## config.mk

```make
export PLATFORM = sky130hd
export DESIGN_NAME = de_scoreboard_stage
export DESIGN_NICKNAME = d
export VERILOG_FILES = /design/src/rtl/de_scoreboard_stage.sv
export SDC_FILE = /design/constraint.sdc
export NUM_CORES = 1
export LEC_CHECK = 0
export BUFFER_PORTS_ARGS = -buffer_cell sky130_fd_sc_hd__buf_2
export CAP_MARGIN = 15
export CELL_PAD_IN_SITES_DETAIL_PLACEMENT = 1
export CELL_PAD_IN_SITES_GLOBAL_PLACEMENT = 1
export CORE_MARGIN = 4
export CORE_UTILIZATION = 43
export DETAILED_ROUTE_END_ITERATION = 10
export HOLD_SLACK_MARGIN = 0.03
export PLACE_DENSITY_LB_ADDON = 0.05
export SLEW_MARGIN = 20
export SYNTH_ARGS = -nofsm -noshare
export SYNTH_HDL_FRONTEND = slang
export SYNTH_SLANG_ARGS = --single-unit
```

## constraint.sdc

```tcl
create_clock -name clk -period 5.05 [get_ports clk]
set_input_delay 0.505 -clock clk [delete_from_list [all_inputs] [get_ports clk]]
set_output_delay 0.505 -clock clk [all_outputs]
set_load 0.03 [all_outputs]
```

## src/rtl/de_scoreboard_stage.sv

```systemverilog
// Decode stage: unpacks the FE latch, decodes RV32I fields and immediates, tracks
// in-flight register writers per register, stalls fetch on hazards, and issues the DE latch.
module de_scoreboard_stage #(
    parameter int unsigned FE_W        = 97,
    parameter int unsigned SB_CNT_BITS = 2,
    parameter int unsigned NREGS       = 32
) (
    input  logic             clk,
    input  logic             reset_n,
    input  logic [FE_W-1:0]  fe_latch_in,
    input  logic             br_mispred_agex,
    input  logic             wb_retire_valid,
    input  logic [4:0]       wb_retire_rd,
    output logic             stall_to_fe,
    output logic             de_valid,
    output logic [31:0]      de_inst,
    output logic [31:0]      de_pc,
    output logic [31:0]      de_pcplus,
    output logic [31:0]      de_imm,
    output logic [4:0]       de_rd,
    output logic [4:0]       de_rs1,
    output logic [4:0]       de_rs2,
    output logic             de_wr_reg,
    output logic [2:0]       de_op_class,
    output logic [NREGS-1:0] sb_busy_vec
);

    localparam int unsigned XLEN  = 32;
    localparam int unsigned REG_W = 5;
    localparam logic [SB_CNT_BITS-1:0] CNT_MAX = '1;

    localparam logic [6:0] OPC_OP     = 7'b0110011;
    localparam logic [6:0] OPC_OP_IMM = 7'b0010011;
    localparam logic [6:0] OPC_LOAD   = 7'b0000011;
    localparam logic [6:0] OPC_STORE  = 7'b0100011;
    localparam logic [6:0] OPC_BRANCH = 7'b1100011;
    localparam logic [6:0] OPC_JAL    = 7'b1101111;
    localparam logic [6:0] OPC_JALR   = 7'b1100111;
    localparam logic [6:0] OPC_LUI    = 7'b0110111;
    localparam logic [6:0] OPC_AUIPC  = 7'b0010111;

    typedef enum logic [2:0] {
        CLS_ALU_R  = 3'd0,
        CLS_ALU_I  = 3'd1,
        CLS_LOAD   = 3'd2,
        CLS_STORE  = 3'd3,
        CLS_BRANCH = 3'd4,
        CLS_JAL    = 3'd5,
        CLS_JALR   = 3'd6,
        CLS_UPPER  = 3'd7
    } op_class_e;

    // FE latch unpack
    logic            w_fe_valid;
    logic [XLEN-1:0] w_inst;
    logic [XLEN-1:0] w_pc;
    logic [XLEN-1:0] w_pcplus;
    logic [6:0]      w_opcode;
    logic [REG_W-1:0] w_rd;
    logic [REG_W-1:0] w_rs1;
    logic [REG_W-1:0] w_rs2;

    assign w_fe_valid = fe_latch_in[96];
    assign w_inst     = fe_latch_in[95:64];
    assign w_pc       = fe_latch_in[63:32];
    assign w_pcplus   = fe_latch_in[31:0];
    assign w_opcode   = w_inst[6:0];
    assign w_rd       = w_inst[11:7];
    assign w_rs1      = w_inst[19:15];
    assign w_rs2      = w_inst[24:20];

    // Immediate formats, all sign-extended from inst[31]
    logic [XLEN-1:0] w_imm_i;
    logic [XLEN-1:0] w_imm_s;
    logic [XLEN-1:0] w_imm_b;
    logic [XLEN-1:0] w_imm_u;
    logic [XLEN-1:0] w_imm_j;

    assign w_imm_i = {{20{w_inst[31]}}, w_inst[31:20]};
    assign w_imm_s = {{20{w_inst[31]}}, w_inst[31:25], w_inst[11:7]};
    assign w_imm_b = {{19{w_inst[31]}}, w_inst[31], w_inst[7], w_inst[30:25], w_inst[11:8], 1'b0};
    assign w_imm_u = {w_inst[31:12], 12'b0};
    assign w_imm_j = {{11{w_inst[31]}}, w_inst[31], w_inst[19:12], w_inst[20], w_inst[30:21], 1'b0};

    logic            w_decodable;
    op_class_e       w_cls;
    logic            w_use_rs1_raw;
    logic            w_use_rs2_raw;
    logic            w_wr_raw;
    logic [XLEN-1:0] w_imm;

    // Opcode decode: class, register usage and immediate selection
    always_comb begin
        w_decodable   = 1'b0;
        w_cls         = CLS_ALU_R;
        w_use_rs1_raw = 1'b0;
        w_use_rs2_raw = 1'b0;
        w_wr_raw      = 1'b0;
        w_imm         = '0;
        case (w_opcode)
            OPC_OP: begin
                w_decodable   = 1'b1;
                w_cls         = CLS_ALU_R;
                w_use_rs1_raw = 1'b1;
                w_use_rs2_raw = 1'b1;
                w_wr_raw      = 1'b1;
            end
            OPC_OP_IMM: begin
                w_decodable   = 1'b1;
                w_cls         = CLS_ALU_I;
                w_use_rs1_raw = 1'b1;
                w_wr_raw      = 1'b1;
                w_imm         = w_imm_i;
            end
            OPC_LOAD: begin
                w_decodable   = 1'b1;
                w_cls         = CLS_LOAD;
                w_use_rs1_raw = 1'b1;
                w_wr_raw      = 1'b1;
                w_imm         = w_imm_i;
            end
            OPC_STORE: begin
                w_decodable   = 1'b1;
                w_cls         = CLS_STORE;
                w_use_rs1_raw = 1'b1;
                w_use_rs2_raw = 1'b1;
                w_imm         = w_imm_s;
            end
            OPC_BRANCH: begin
                w_decodable   = 1'b1;
                w_cls         = CLS_BRANCH;
                w_use_rs1_raw = 1'b1;
                w_use_rs2_raw = 1'b1;
                w_imm         = w_imm_b;
            end
            OPC_JAL: begin
                w_decodable   = 1'b1;
                w_cls         = CLS_JAL;
                w_wr_raw      = 1'b1;
                w_imm         = w_imm_j;
            end
            OPC_JALR: begin
                w_decodable   = 1'b1;
                w_cls         = CLS_JALR;
                w_use_rs1_raw = 1'b1;
                w_wr_raw      = 1'b1;
                w_imm         = w_imm_i;
            end
            OPC_LUI, OPC_AUIPC: begin
                w_decodable   = 1'b1;
                w_cls         = CLS_UPPER;
                w_wr_raw      = 1'b1;
                w_imm         = w_imm_u;
            end
            default: begin
                w_decodable   = 1'b0;
            end
        endcase
    end

    // x0 is never a dependency nor a tracked destination
    logic w_use_rs1;
    logic w_use_rs2;
    logic w_wr;

    assign w_use_rs1 = w_use_rs1_raw && (w_rs1 != '0);
    assign w_use_rs2 = w_use_rs2_raw && (w_rs2 != '0);
    assign w_wr      = w_wr_raw && (w_rd != '0);

    // Per-register in-flight writer counters
    logic [SB_CNT_BITS-1:0] r_cnt [NREGS];
    logic [NREGS-1:0]       w_retire_hit;
    logic [NREGS-1:0]       w_eff_busy;
    logic [NREGS-1:0]       w_inc_vec;
    logic                   w_issue;

    // A retire this cycle already satisfies a dependent read (write-first regfile)
    always_comb begin
        w_retire_hit = '0;
        w_eff_busy   = '0;
        w_inc_vec    = '0;
        sb_busy_vec  = '0;
        for (int r = 1; r < int'(NREGS); r++) begin
            w_retire_hit[r] = wb_retire_valid && (wb_retire_rd == REG_W'(r));
            w_eff_busy[r]   = (r_cnt[r] != '0) &&
                              !(w_retire_hit[r] && (r_cnt[r] == SB_CNT_BITS'(1)));
            w_inc_vec[r]    = w_issue && w_wr && (w_rd == REG_W'(r));
            sb_busy_vec[r]  = (r_cnt[r] != '0);
        end
    end

    logic w_raw;
    logic w_waw_full;

    assign w_raw       = (w_use_rs1 && w_eff_busy[w_rs1]) || (w_use_rs2 && w_eff_busy[w_rs2]);
    assign w_waw_full  = w_wr && (r_cnt[w_rd] == CNT_MAX);
    assign stall_to_fe = w_fe_valid && w_decodable && (w_raw || w_waw_full) &&
                         !br_mispred_agex && reset_n;
    assign w_issue     = w_fe_valid && w_decodable && !stall_to_fe && !br_mispred_agex;

    // Counter update; simultaneous issue and retire on one register cancel out
    always_ff @(posedge clk) begin
        if (!reset_n) begin
            for (int r = 0; r < int'(NREGS); r++) begin
                r_cnt[r] <= '0;
            end
        end else begin
            r_cnt[0] <= '0;
            for (int r = 1; r < int'(NREGS); r++) begin
                if (w_inc_vec[r] && !w_retire_hit[r] && (r_cnt[r] != CNT_MAX)) begin
                    r_cnt[r] <= r_cnt[r] + SB_CNT_BITS'(1);
                end else if (w_retire_hit[r] && !w_inc_vec[r] && (r_cnt[r] != '0)) begin
                    r_cnt[r] <= r_cnt[r] - SB_CNT_BITS'(1);
                end
            end
        end
    end

    // DE latch: decoded fields on issue, all-zero bubble otherwise
    always_ff @(posedge clk) begin
        if (!reset_n || !w_issue) begin
            de_valid    <= 1'b0;
            de_inst     <= '0;
            de_pc       <= '0;
            de_pcplus   <= '0;
            de_imm      <= '0;
            de_rd       <= '0;
            de_rs1      <= '0;
            de_rs2      <= '0;
            de_wr_reg   <= 1'b0;
            de_op_class <= '0;
        end else begin
            de_valid    <= 1'b1;
            de_inst     <= w_inst;
            de_pc       <= w_pc;
            de_pcplus   <= w_pcplus;
            de_imm      <= w_imm;
            de_rd       <= w_rd;
            de_rs1      <= w_rs1;
            de_rs2      <= w_rs2;
            de_wr_reg   <= w_wr;
            de_op_class <= w_cls;
        end
    end

endmodule

```

### Word-level counts from Yosys, hierarchy flattened

Memory sizes are Yosys's and may differ from the RTL's.
Cells that the tools add are included.

* $add $sub $neg: 62
* order comparisons: 2
* equal/unequal tests: 134
* muxes and demuxes: 293
* bitwise operators: 63
* reduce and logical (&&, ||, !) cells: 401

Operators by type and width (number)
* 1-bit logical AND: 261
* 1-bit 2-to-1 mux: 226
* 5-bit equality test, second input constant: 32
* 32-bit case mux with 5 select lines: 1
* 2-bit 2-to-1 mux: 63
* 1-bit zero test: 97
* 5-bit by 4-bit equality test with 1-bit output, second input constant: 16
* 1-bit bitwise OR: 63
* 2-bit by 1-bit adder with 2-bit output, second input constant: 31
* 2-bit by 1-bit equality test with 1-bit output, second input constant: 31
* 2-bit inequality test, second input constant: 31
* 2-bit nonzero test: 31
* 2-bit by 1-bit subtractor with 2-bit output, second input constant: 31
* 5-bit by 3-bit equality test with 1-bit output, second input constant: 8
* 7-bit by 6-bit equality test with 1-bit output, second input constant: 3
* 7-bit equality test, second input constant: 3
* 3-bit case mux with 7 select lines: 1
* 5-bit by 2-bit equality test with 1-bit output, second input constant: 4
* 5-bit nonzero test: 3
* 7-bit by 5-bit equality test with 1-bit output, second input constant: 2
* 5-bit by 6-bit < comparator with 1-bit output, second input constant: 2
* 1-bit binary-select mux with 5-bit select: 2
* 5-bit by 1-bit equality test with 1-bit output, second input constant: 2
* 9-bit OR reduction: 1
* 7 further kinds: 10

* register bits after elaboration: 148
* memory bits (writable): 64
* input port bits: 106
* output and inout bits: 181
* memories: 1

Memories
* r_cnt: words 32, width 2, read ports 32, clocked after memory_dff 0, wr ports 32, line 171 `logic [SB_CNT_BITS-1:0] r_cnt [NREGS];`

### Depth between registers and ports, before layout

Gate-level depths: netlist (run 1).

* depth after elaboration: 26
* gate-level depth with buffers: 13
* mapped depth without buffers: 11

### Worst setup path after synthesis (run 1)

Ideal clock, no wire load.

* path type: input port to flip-flop
* start: input port wb_retire_rd[3]
* end: memory r_cnt[23][0], enable pin
* setup time: 300 ps
* arrival: 2890 ps
* setup slack: 1859 ps
* stages on the path: 12
* cells stage by stage: buf_4 -> and4bb_4 -> buf_6 -> a311oi_1 -> nor4_1 -> o22ai_1 -> nor3_4 -> o32ai_4 -> or2_4 -> buf_6 -> or4_1 -> nand3_1

RTL lines
* start: declaration: line 13 `input logic [4:0] wb_retire_rd,`
* end: declaration: line 171

==> flow_metrics.env, run 1 <==
export IMPL_die_area_um2=28400
export IMPL_fin_nets=1608
export IMPL_finalPower_mw=3.60
export IMPL_critPathLaunch="r_cnt[16][0]"
export IMPL_place_congestion=0.925
export IMPL_synth_cell_types=88
export IMPL_hp_class="in2reg"
export IMPL_timing_rr_start="r_cnt[16][0]"
export IMPL_cpLargestDelayFamily="compound AO/OA/AOI/OAI gates"
export IMPL_timing_max_cap_violations=0
export IMPL_min_period_over_period=0.827
export IMPL_vias_per_cell=5.70
export IMPL_synth_top_area_cell="dfxtp_1"
export IMPL_clock_path_buffers=2
export IMPL_fmax_ghz=0.239
export IMPL_cp_required_ps=4550
export IMPL_netlist_area_um2=11100
export IMPL_ys_seq_area_frac=0.409
export IMPL_crit_arrival_ps=3670
export IMPL_yosysWarnings=0
export IMPL_ioPinCount=287
export IMPL_synth_edff_count=62
export IMPL_grt_ovfl_total=0
export IMPL_crit_buf_inv=3
export IMPL_grt_pass1_vias=10200
export IMPL_critPathLaunchType="flop"
export IMPL_setup_ws_ps=872
export IMPL_holdWs_ps=251
export IMPL_clock_sinks=195
export IMPL_crit_type="reg2out"
export IMPL_drive_gt1_frac=0.259
export IMPL_instances_no_fill=1755
export IMPL_drc_errors=0
export IMPL_tightest_slew_ps=941
export IMPL_vias=9998
export IMPL_dp_hpwl_um=30200
export IMPL_netlist_area_leader_share=0.241
export IMPL_grt_max_degree=96
export IMPL_ant_nets=0
export IMPL_drt_wl_total_um=39600
export IMPL_clock_latency_ps=450
export IMPL_slew_viol_final=0
export IMPL_peakVddDrop_mv=0.161
export IMPL_max_stage_delay_ps=770
export IMPL_placement_rows=58
export IMPL_preCtsSetupSlack_ps=1020
export IMPL_num_fill_cells=2978
export IMPL_placed_cell_area_um2=12500
export IMPL_regMostFlops="r_cnt"
export IMPL_detail_route_wl_per_cell_um=22.6
export IMPL_dp_cells=1720
export IMPL_regToRegSetupSlack_ps=1420
export IMPL_powerDensity_nw_per_um2=274
export IMPL_fin_util=0.519
export IMPL_die_h_um=168
export IMPL_stdcell_area_um2=13100
export IMPL_cts_tree="done"
export IMPL_drtIter0Drc=742
export IMPL_crit_slowest_cell="nor3b_2"
export IMPL_cts_setup_buffers=0
export IMPL_htree_levels=4
export IMPL_period_needed_ps=4180
export IMPL_root_buffer="clkbuf_16"
export IMPL_critPathMostFrequentCell="inv_1"
export IMPL_status="completed"
export IMPL_core_um2=25300
export IMPL_hold_start="fe_latch_in[51]"
export IMPL_ys_flop_type="dfxtp_1"
export IMPL_clk_pin_slew_ps=90
export IMPL_slew_headroom=0.356
export IMPL_syn_avg_cell_area_um2=9.38
export IMPL_async_flop_share=0
export IMPL_initial_utilization=0.438
export IMPL_syn2layout_area_growth_pct=18.5
export IMPL_fin_tns_setup_ps=0
export IMPL_syn_num_nets=1379
export IMPL_ys_ff_latch=195
export IMPL_die_x_um=168
export IMPL_cts_made_buffers=17
export IMPL_grt_first_pass_wirelength_um=60400
export IMPL_grt_total_usage=0.271
export IMPL_cp_cell_sequence="inv_1 -> ha_1 -> a31o_1 -> a221o_1 -> o221ai_1 -> a21boi_2 -> nor3b_2 -> o21bai_1 -> inv_1 -> buf_2"
export IMPL_cts_hold_repair_buffers=0
export IMPL_cp_max_fo=14
export IMPL_end_kind="output pin"
export IMPL_hold_viol=0
export IMPL_skew_ps=17.8
export IMPL_antenna_found_initial=3
export IMPL_cts_resized=0
export IMPL_setup_viol=0
export IMPL_cellLeakagePower_nw=5.98
export IMPL_first_pass_iters=6
export IMPL_synth_cells=1180
export IMPL_io_buffers=285
export IMPL_synthTopCellsByArea="dfxtp_1 (24%), edfxtp_1 (17%), ha_1 (11%)"
export IMPL_rsz0062_at_grt="no"
export IMPL_largest_reg_flops=62
==> power by group <==
part           switching, mW  internal, mW
logic                  0.315         0.154
registers             0.0309          1.65
clock network          0.756         0.690
total                   1.10          2.49
==> logic make-up (layout without fill, tap and decap cells) <==
family	after synthesis	in the layout	share of synthesized area
and+or+nand+nor	454	454	0.230
AOI/OAI and AO/OA	219	219	0.148
DFF	195	195	0.409
buffers and inverters	194	436	0.0839
adders and majority gates	93	93	0.105
muxes	23	23	0.0231
other	1	4	0.000339
xor gates and xnor gates	1	1	0.000791
==> cell usage in the layout, fill, tap and decap left out, drive strengths merged, types with 18 or more instances in the layout <==
master | netlist | layout
nor3 | 18 | 18
and2 | 90 | 90
edfxtp | 62 | 62
mux2i | 21 | 21
nand2b | 25 | 25
inv | 105 | 116
ha | 93 | 93
a31oi | 32 | 32
a21oi | 45 | 45
a311oi | 22 | 22
nor2 | 65 | 65
nand2 | 70 | 70
dfxtp | 133 | 133
nor4 | 21 | 21
buf | 47 | 298
nand3 | 81 | 81
o21ai | 21 | 21
==> worst register-to-register path, cell delays in order, from the launching register on <==
cell,delay (ps)
edfxtp_1,420
inv_1,100
ha_1,250
a31o_1,230
a221o_1,360
o221ai_1,230
a21boi_2,130
nor3b_2,770
o21bai_1,410
a21boi_1,290
or3_1,170
==> area by class of cell <==
class / instances / area [µm²] / area share
antenna: 3 / 7.51 / 0.000572
timing repair buffer: 298 / 1520 / 0.116
multi-input combinational: 791 / 5630 / 0.429
clock inverter: 15 / 193 / 0.0147
inverter: 106 / 398 / 0.0303
tap: 330 / 413 / 0.0315
clock buffer: 17 / 425 / 0.0324
sequential: 195 / 4520 / 0.345
==> metal layers <==
metal,vias up,part of all wire,routed length [µm],track usage
li1,4650,-,-,-
met4,0,0.030,1180,0.0942
met3,60,0.063,2500,0.0474
met5,-,0,0,0
met1,4879,0.42,16400,0.342
met2,409,0.49,19500,0.470
==> synth_stat cells, types with 8 or more instances <==
cell,count
dfxtp_1,133
inv_1,105
ha_1,93
and2_1,90
nand3_1,80
nand2_1,70
nor2_1,64
edfxtp_1,62
a21oi_1,44
a31oi_1,32
clkbuf_1,30
buf_4,25
nand2b_1,24
a311oi_1,22
mux2i_1,21
nor4_1,20
nor3_1,15
buf_2,14
a2111o_1,13
or4_1,13
nor2b_1,12
o21ai_0,12
o22ai_1,12
o211ai_2,10
and3b_1,9
a2111oi_0,8
nand4_1,8
or3_1,8
==> path summary, 6_finish.rpt <==
check                       to  cells after the start
hold reg to reg   r_cnt[24][0]                      1
setup reg to reg  r_cnt[17][0]                     10
setup / recovery   stall_to_fe                     10
hold / removal       de_pc[19]                      2
(Power assumes the default switching activity.)
==> run 2, diff against run 1 <==
--- a/config.mk
+++ b/config.mk
@@ -5,12 +5,13 @@
 export SDC_FILE = /design/constraint.sdc
 export NUM_CORES = 1
 export LEC_CHECK = 0
+export ABC_AREA = 1
 export BUFFER_PORTS_ARGS = -buffer_cell sky130_fd_sc_hd__buf_2
 export CAP_MARGIN = 15
 export CELL_PAD_IN_SITES_DETAIL_PLACEMENT = 1
 export CELL_PAD_IN_SITES_GLOBAL_PLACEMENT = 1
 export CORE_MARGIN = 4
-export CORE_UTILIZATION = 43
+export CORE_UTILIZATION = 35
 export DETAILED_ROUTE_END_ITERATION = 10
 export HOLD_SLACK_MARGIN = 0.03
 export PLACE_DENSITY_LB_ADDON = 0.05
==> constraint.sdc (replaced) <==
create_clock -name clk -period 3.8 [get_ports clk]
set_input_delay 0.38 -clock clk [delete_from_list [all_inputs] [get_ports clk]]
set_output_delay 0.38 -clock clk [all_outputs]
set_load 0.03 [all_outputs]
==> run 2 against run 1 <==
Compared with the run above: largest cell class unchanged; worst hold slack worse by 120 ps; via count is 9.8% higher; area after synthesis is 1.4% higher; count of clock-buffer cells in the layout is 3 higher; critical path type is now in2out; power is 32% higher; critical endpoint unchanged; first-iteration DRC count is 16% lower; largest power group unchanged; clock power is 27% higher; non-clock buffer count is 16 higher; cell area is 3.6% higher; setup slack worse by 550 ps; routed wire length is 7.5% higher.
==> flow_metrics.env, run 2 <==
export IMPL_slew_viol_final=0
export IMPL_finalPower_mw=4.75
export IMPL_min_period_over_period=0.914
export IMPL_first_pass_iters=5
export IMPL_ys_flop_type="dfxtp_1"
export IMPL_grt_pass1_vias=11300
export IMPL_grt_ovfl_total=0
export IMPL_wl_met2_um=20600
export IMPL_largest_reg_flops=62
export IMPL_synth_edff_count=62
export IMPL_status="completed"
export IMPL_mostFrequentLayoutCells="buf_2 (285), inv_1 (278), nor2_1 (247)"
export IMPL_holdWs_ps=128
export IMPL_instances_no_fill=2207
export IMPL_cts_tree="done"
export IMPL_cellLeakagePower_nw=7.20
export IMPL_initial_utilization=0.355
export IMPL_crit_type="in2out"
export IMPL_tightest_slew_ps=1050
export IMPL_netlist_area_leader_share=0.237
export IMPL_drc_errors=0
export IMPL_core_um2=31600
export IMPL_grt_max_degree=56
export IMPL_syn_num_nets=1727
export IMPL_hold_viol=0
export IMPL_htree_levels=4
export IMPL_synthTopCellsByArea="dfxtp_1 (24%), edfxtp_1 (17%), ha_1 (10%)"
export IMPL_placement_rows=65
export IMPL_rsz0062_at_grt="no"
export IMPL_die_area_um2=35000
export IMPL_cp_required_ps=3420
export IMPL_drt_wl_total_um=42500
export IMPL_dr_wl_met3_um=2500
export IMPL_mostFrequentLayoutCell="buf_2"
export IMPL_dp_cells=2174
export IMPL_fin_nets=1990
export IMPL_netlist_area_um2=11200
export IMPL_peakVddDrop_mv=0.311
export IMPL_ioPinCount=287
export IMPL_skew_ps=11.4
export IMPL_ys_seq_area_frac=0.403
export IMPL_drive_gt1_frac=0.215
export IMPL_syn2layout_area_growth_pct=21.0
export IMPL_cts_setup_buffers=0
export IMPL_grt_first_pass_wirelength_um=65500
export IMPL_crit_arrival_ps=3090
export IMPL_clock_path_buffers=2
export IMPL_maxUsedRoutingLayer="met5"
export IMPL_fin_tns_setup_ps=0
export IMPL_drtIter0Drc=622
export IMPL_period_needed_ps=3470
export IMPL_cts_hold_repair_buffers=0
export IMPL_synthTopCellsByCount="inv_1 (278), nor2_1 (247), nand2_1 (246), nand3_1 (165), dfxtp_1 (133)"
export IMPL_cts_made_buffers=17
export IMPL_root_buffer="clkbuf_16"
export IMPL_syn_avg_cell_area_um2=7.35
export IMPL_clock_latency_ps=460
export IMPL_fmax_ghz=0.288
export IMPL_vias=11000
export IMPL_antenna_found_initial=2
export IMPL_preCtsSetupSlack_ps=175
export IMPL_cts_resized=0
export IMPL_synth_top_area_cell="dfxtp_1"
export IMPL_ant_nets=0
export IMPL_drt_met1_wl_um=18300
export IMPL_regMostFlops="r_cnt"
export IMPL_slew_headroom=0.301
export IMPL_vias_per_cell=4.97
export IMPL_async_flop_share=0
export IMPL_yosysWarnings=0
export IMPL_place_congestion=0.883
export IMPL_synth_cell_types=40
export IMPL_clock_sinks=195
export IMPL_synth_cells=1528
export IMPL_clk_pin_slew_ps=70
export IMPL_num_fill_cells=4032
export IMPL_ys_ff_latch=195
export IMPL_die_x_um=187
export IMPL_powerDensity_nw_per_um2=350
export IMPL_placed_cell_area_um2=13000
export IMPL_setup_ws_ps=327
export IMPL_detail_route_wl_per_cell_um=19.3
export IMPL_stdcell_area_um2=13600
export IMPL_die_h_um=187
export IMPL_multi_input_area_um2=5190
export IMPL_setup_viol=0
export IMPL_dp_hpwl_um=33300
export IMPL_cp_max_fo=21
export IMPL_end_kind="output pin"
export IMPL_critPathLaunchType="primary input"
export IMPL_fin_util=0.429
export IMPL_timing_max_cap_violations=0
export IMPL_yosysMostFrequentCell="inv_1"
export IMPL_hp_class="in2reg"
export IMPL_io_buffers=285
export IMPL_grt_total_usage=0.240
export IMPL_register_area_um2=4520
-- run 2: cell types whose count changed after synthesis, moves of 17 or more --
cell	delta
nand2_1	+176
and2_1	-90
nand2b_1	-24
mux2i_1	-21
nor3_1	+41
a31oi_1	-31
inv_1	+173
nor4_1	-17
nand3_1	+85
o22ai_1	+19
a311oi_1	-22
nor2_1	+183
-- run 2: cells by family after synthesis --
group / synth area share
flip-flops: 0.403
other: 0.000334
AND/OR/NAND/NOR: 0.293
AO/OA/AOI/OAI: 0.0650
adder cells (fa/ha/maj): 0.104
buffers and inverters: 0.135
-- run 2: cell type report --
| class | count | share of cell area |
|---|---|---|
| Tap cell | 402 | 0.0370 |
| Clock buffer | 20 | 0.0344 |
| Antenna cell | 1 | 0.000184 |
| Clock inverter | 12 | 0.00820 |
| Multi-Input combinational cell | 972 | 0.382 |
| Timing Repair Buffer | 314 | 0.125 |
| Sequential cell | 195 | 0.333 |
| Inverter | 291 | 0.0805 |
-- run 2: worst paths after layout --
check	slack, ps	depth (start not counted)	end	startpoint
worst max-delay path	330	14	stall_to_fe	fe_latch_in[71]
worst min-delay path	130	3	de_pcplus[18]	fe_latch_in[18]
worst max register to register	850	12	r_cnt[20][1]	r_cnt[27][0]
worst min register to register	630	1	r_cnt[15][0]	r_cnt[15][0]
-- run 2: report_power, final --
part | internal (mW) | switching, mW
Combinational | 0.211 | 0.477
Sequential | 2.19 | 0.0338
Clock | 0.922 | 0.914
Total | 3.33 | 1.42
-- run 2: critical path, stage by stage --
cell and delay, ps:
buf_2 180, nor2_1 60, inv_1 630, o22ai_1 150, o21ai_0 380, nand2_1 100, nor2_1 180, o21ai_1 100
nand3_1 130, nand3_4 130, nand2_4 230, buf_12 200, inv_1 50, buf_2 170
-- run 2: metal layers --
metal / track usage / vias to the layer above
met5: 0 / -
met4: 0.0757 / 2
met3: 0.0470 / 67
met2: 0.419 / 376
met1: 0.299 / 5216
li1: - / 5315
==> run 3, diff against run 2 <==
--- a/config.mk
+++ b/config.mk
@@ -15,6 +15,7 @@
 export DETAILED_ROUTE_END_ITERATION = 10
 export HOLD_SLACK_MARGIN = 0.03
 export PLACE_DENSITY_LB_ADDON = 0.05
+export REMOVE_ABC_BUFFERS = 1
 export SLEW_MARGIN = 20
 export SYNTH_ARGS = -nofsm -noshare
 export SYNTH_HDL_FRONTEND = slang
==> run 3 against run 2 <==
Compared with the run above: cell area up 0.64%; count of clock-buffer cells in the layout rose by 1; combinational power is 2% higher; critical path type unchanged.
==> flow_metrics.env, run 3 (same netlist as run 2, synthesis figures left out) <==
export IMPL_status="completed"
export IMPL_holdWs_ps=129
export IMPL_ant_nets=0
export IMPL_mostFrequentLayoutCell="buf_2"
export IMPL_die_h_um=187
export IMPL_setup_viol=0
export IMPL_rsz0062_at_grt="no"
export IMPL_p_sw_frac=0.296
export IMPL_max_stage_delay_ps=680
export IMPL_fin_tns_setup_ps=0
export IMPL_cts_setup_buffers=0
export IMPL_crit_arrival_ps=3060
export IMPL_grt_ovfl_total=0
export IMPL_vias=11000
export IMPL_hp_class="in2reg"
export IMPL_cpLargestDelayFamily="buffers and inverters"
export IMPL_placement_rows=65
export IMPL_drc_errors=0
export IMPL_drt_wl_total_um=42000
export IMPL_stdcell_area_um2=13700
export IMPL_drive_gt1_frac=0.218
export IMPL_slew_headroom=0.316
export IMPL_cts_tree="done"
export IMPL_die_x_um=187
export IMPL_clk_pin_slew_ps=80
export IMPL_peakVddDrop_mv=0.311
export IMPL_setup_ws_ps=361
export IMPL_antenna_found_initial=2
export IMPL_tightest_slew_ps=1030
export IMPL_place_congestion=0.878
export IMPL_fmax_ghz=0.291
export IMPL_powerDensity_nw_per_um2=350
export IMPL_largest_reg_flops=62
export IMPL_clock_sinks=195
export IMPL_period_needed_ps=3440
export IMPL_crit_buf_inv=5
export IMPL_crit_slowest_cell="inv_1"
export IMPL_dp_hpwl_um=32600
export IMPL_initial_utilization=0.355
export IMPL_core_um2=31600
export IMPL_p_clk_frac=0.389
export IMPL_drtIter0Drc=602
export IMPL_finalPower_mw=4.79
export IMPL_p_sw_mw=1.42
export IMPL_num_fill_cells=4083
export IMPL_grt_first_pass_wirelength_um=64500
export IMPL_slew_viol_final=0
export IMPL_placed_cell_area_um2=13100
export IMPL_cts_made_buffers=17
export IMPL_combPwrFrac=0.146
export IMPL_multi_input_area_um2=5190
export IMPL_fin_util=0.432
export IMPL_clock_latency_ps=450
export IMPL_seqPwrFrac=0.465
export IMPL_cts_resized=0
export IMPL_skew_ps=11.0
export IMPL_hold_viol=0
export IMPL_mostFrequentLayoutCells="buf_2 (285), inv_1 (278), nor2_1 (247)"
export IMPL_min_period_over_period=0.905
export IMPL_cts_hold_repair_buffers=0
export IMPL_detail_route_wl_per_cell_um=19.0
export IMPL_regMostFlops="r_cnt"
export IMPL_root_buffer="clkbuf_16"
export IMPL_first_pass_iters=5
export IMPL_cp_required_ps=3420
export IMPL_instances_no_fill=2212
export IMPL_cellLeakagePower_nw=7.25
export IMPL_cp_max_fo=20
export IMPL_die_area_um2=35000
export IMPL_register_area_um2=4520
export IMPL_io_buffers=285
export IMPL_cp_cell_sequence="buf_2 -> nor2_1 -> inv_1 -> o22ai_1 -> o21ai_0 -> nand4_1 -> nand2_1 -> nand2_1 -> nand3_1 -> nand3_4 -> nand2_4 -> buf_4 -> inv_1 -> buf_2"
export IMPL_syn2layout_area_growth_pct=21.8
export IMPL_vias_per_cell=4.96
export IMPL_end_kind="output pin"
export IMPL_clock_path_buffers=2
export IMPL_grt_pass1_vias=11200
export IMPL_crit_type="in2out"
export IMPL_preCtsSetupSlack_ps=196
export IMPL_dp_cells=2180
export IMPL_htree_levels=4
export IMPL_num_antenna_cells=0
export IMPL_timing_max_cap_violations=0
export IMPL_internal_power_mw=3.37
export IMPL_critPathLaunchType="primary input"
export IMPL_ioPinCount=287
export IMPL_fin_nets=1996
export IMPL_grt_max_degree=47
export IMPL_grt_total_usage=0.235
## run 3: cell count changes in the layout (fill, tap and decap cells not counted), moves of 2 or more
cell / previous run / this run
buf_4: 25 / 29
buf_12: 4 / 6
clkinv_2: 3 / 1
clkinv_4: 1 / 3
## run 3: cell type report
class                   instances  area share
multi-input cells             972       0.379
flip-flops and latches        195       0.331
repair buffers                320       0.129
inverters                     291      0.0800
well taps                     402      0.0368
clock buffers                  21      0.0361
clock inverters                11     0.00778
## run 3: tightest hold or removal path, delay by kind of cell
| family | cells | cell delay [ps] |
|---|---|---|
| buf+inv | 2 | 130 |
| simple gates | 1 | 30 |
## run 3: routing by layer
| metal | wire, µm | up-vias | GRT usage |
|---|---|---|---|
| met5 | 27 | - | 0 |
| met4 | 731 | 4 | 0.0603 |
| met3 | 2690 | 51 | 0.0558 |
| met2 | 19600 | 366 | 0.398 |
| met1 | 18900 | 5222 | 0.303 |
| li1 | - | 5328 | - |
## run 3: worst paths after layout
| check | slack (ps) | endpoint | cells after the start | start |
|---|---|---|---|---|
| worst max-delay path | 360 | stall_to_fe | 14 | fe_latch_in[72] |
| worst min-delay path | 130 | de_pc[29] | 3 | fe_latch_in[61] |
| worst min register to register | 620 | r_cnt[7][0] | 1 | r_cnt[7][0] |
| worst max register to register | 850 | r_cnt[18][1] | 15 | r_cnt[11][0] |
## run 3: power groups by stage
stage | clock network (mW) | logic [mW] | registers (mW)
after CTS | 1.92 | 0.698 | 2.23
after global placement | 0 | 0.684 | 2.27
after detailed placement | 0 | 0.693 | 2.27
after global routing | 2.00 | 0.773 | 2.23
final | 1.86 | 0.700 | 2.23
after floorplan | 0 | 0.378 | 2.27
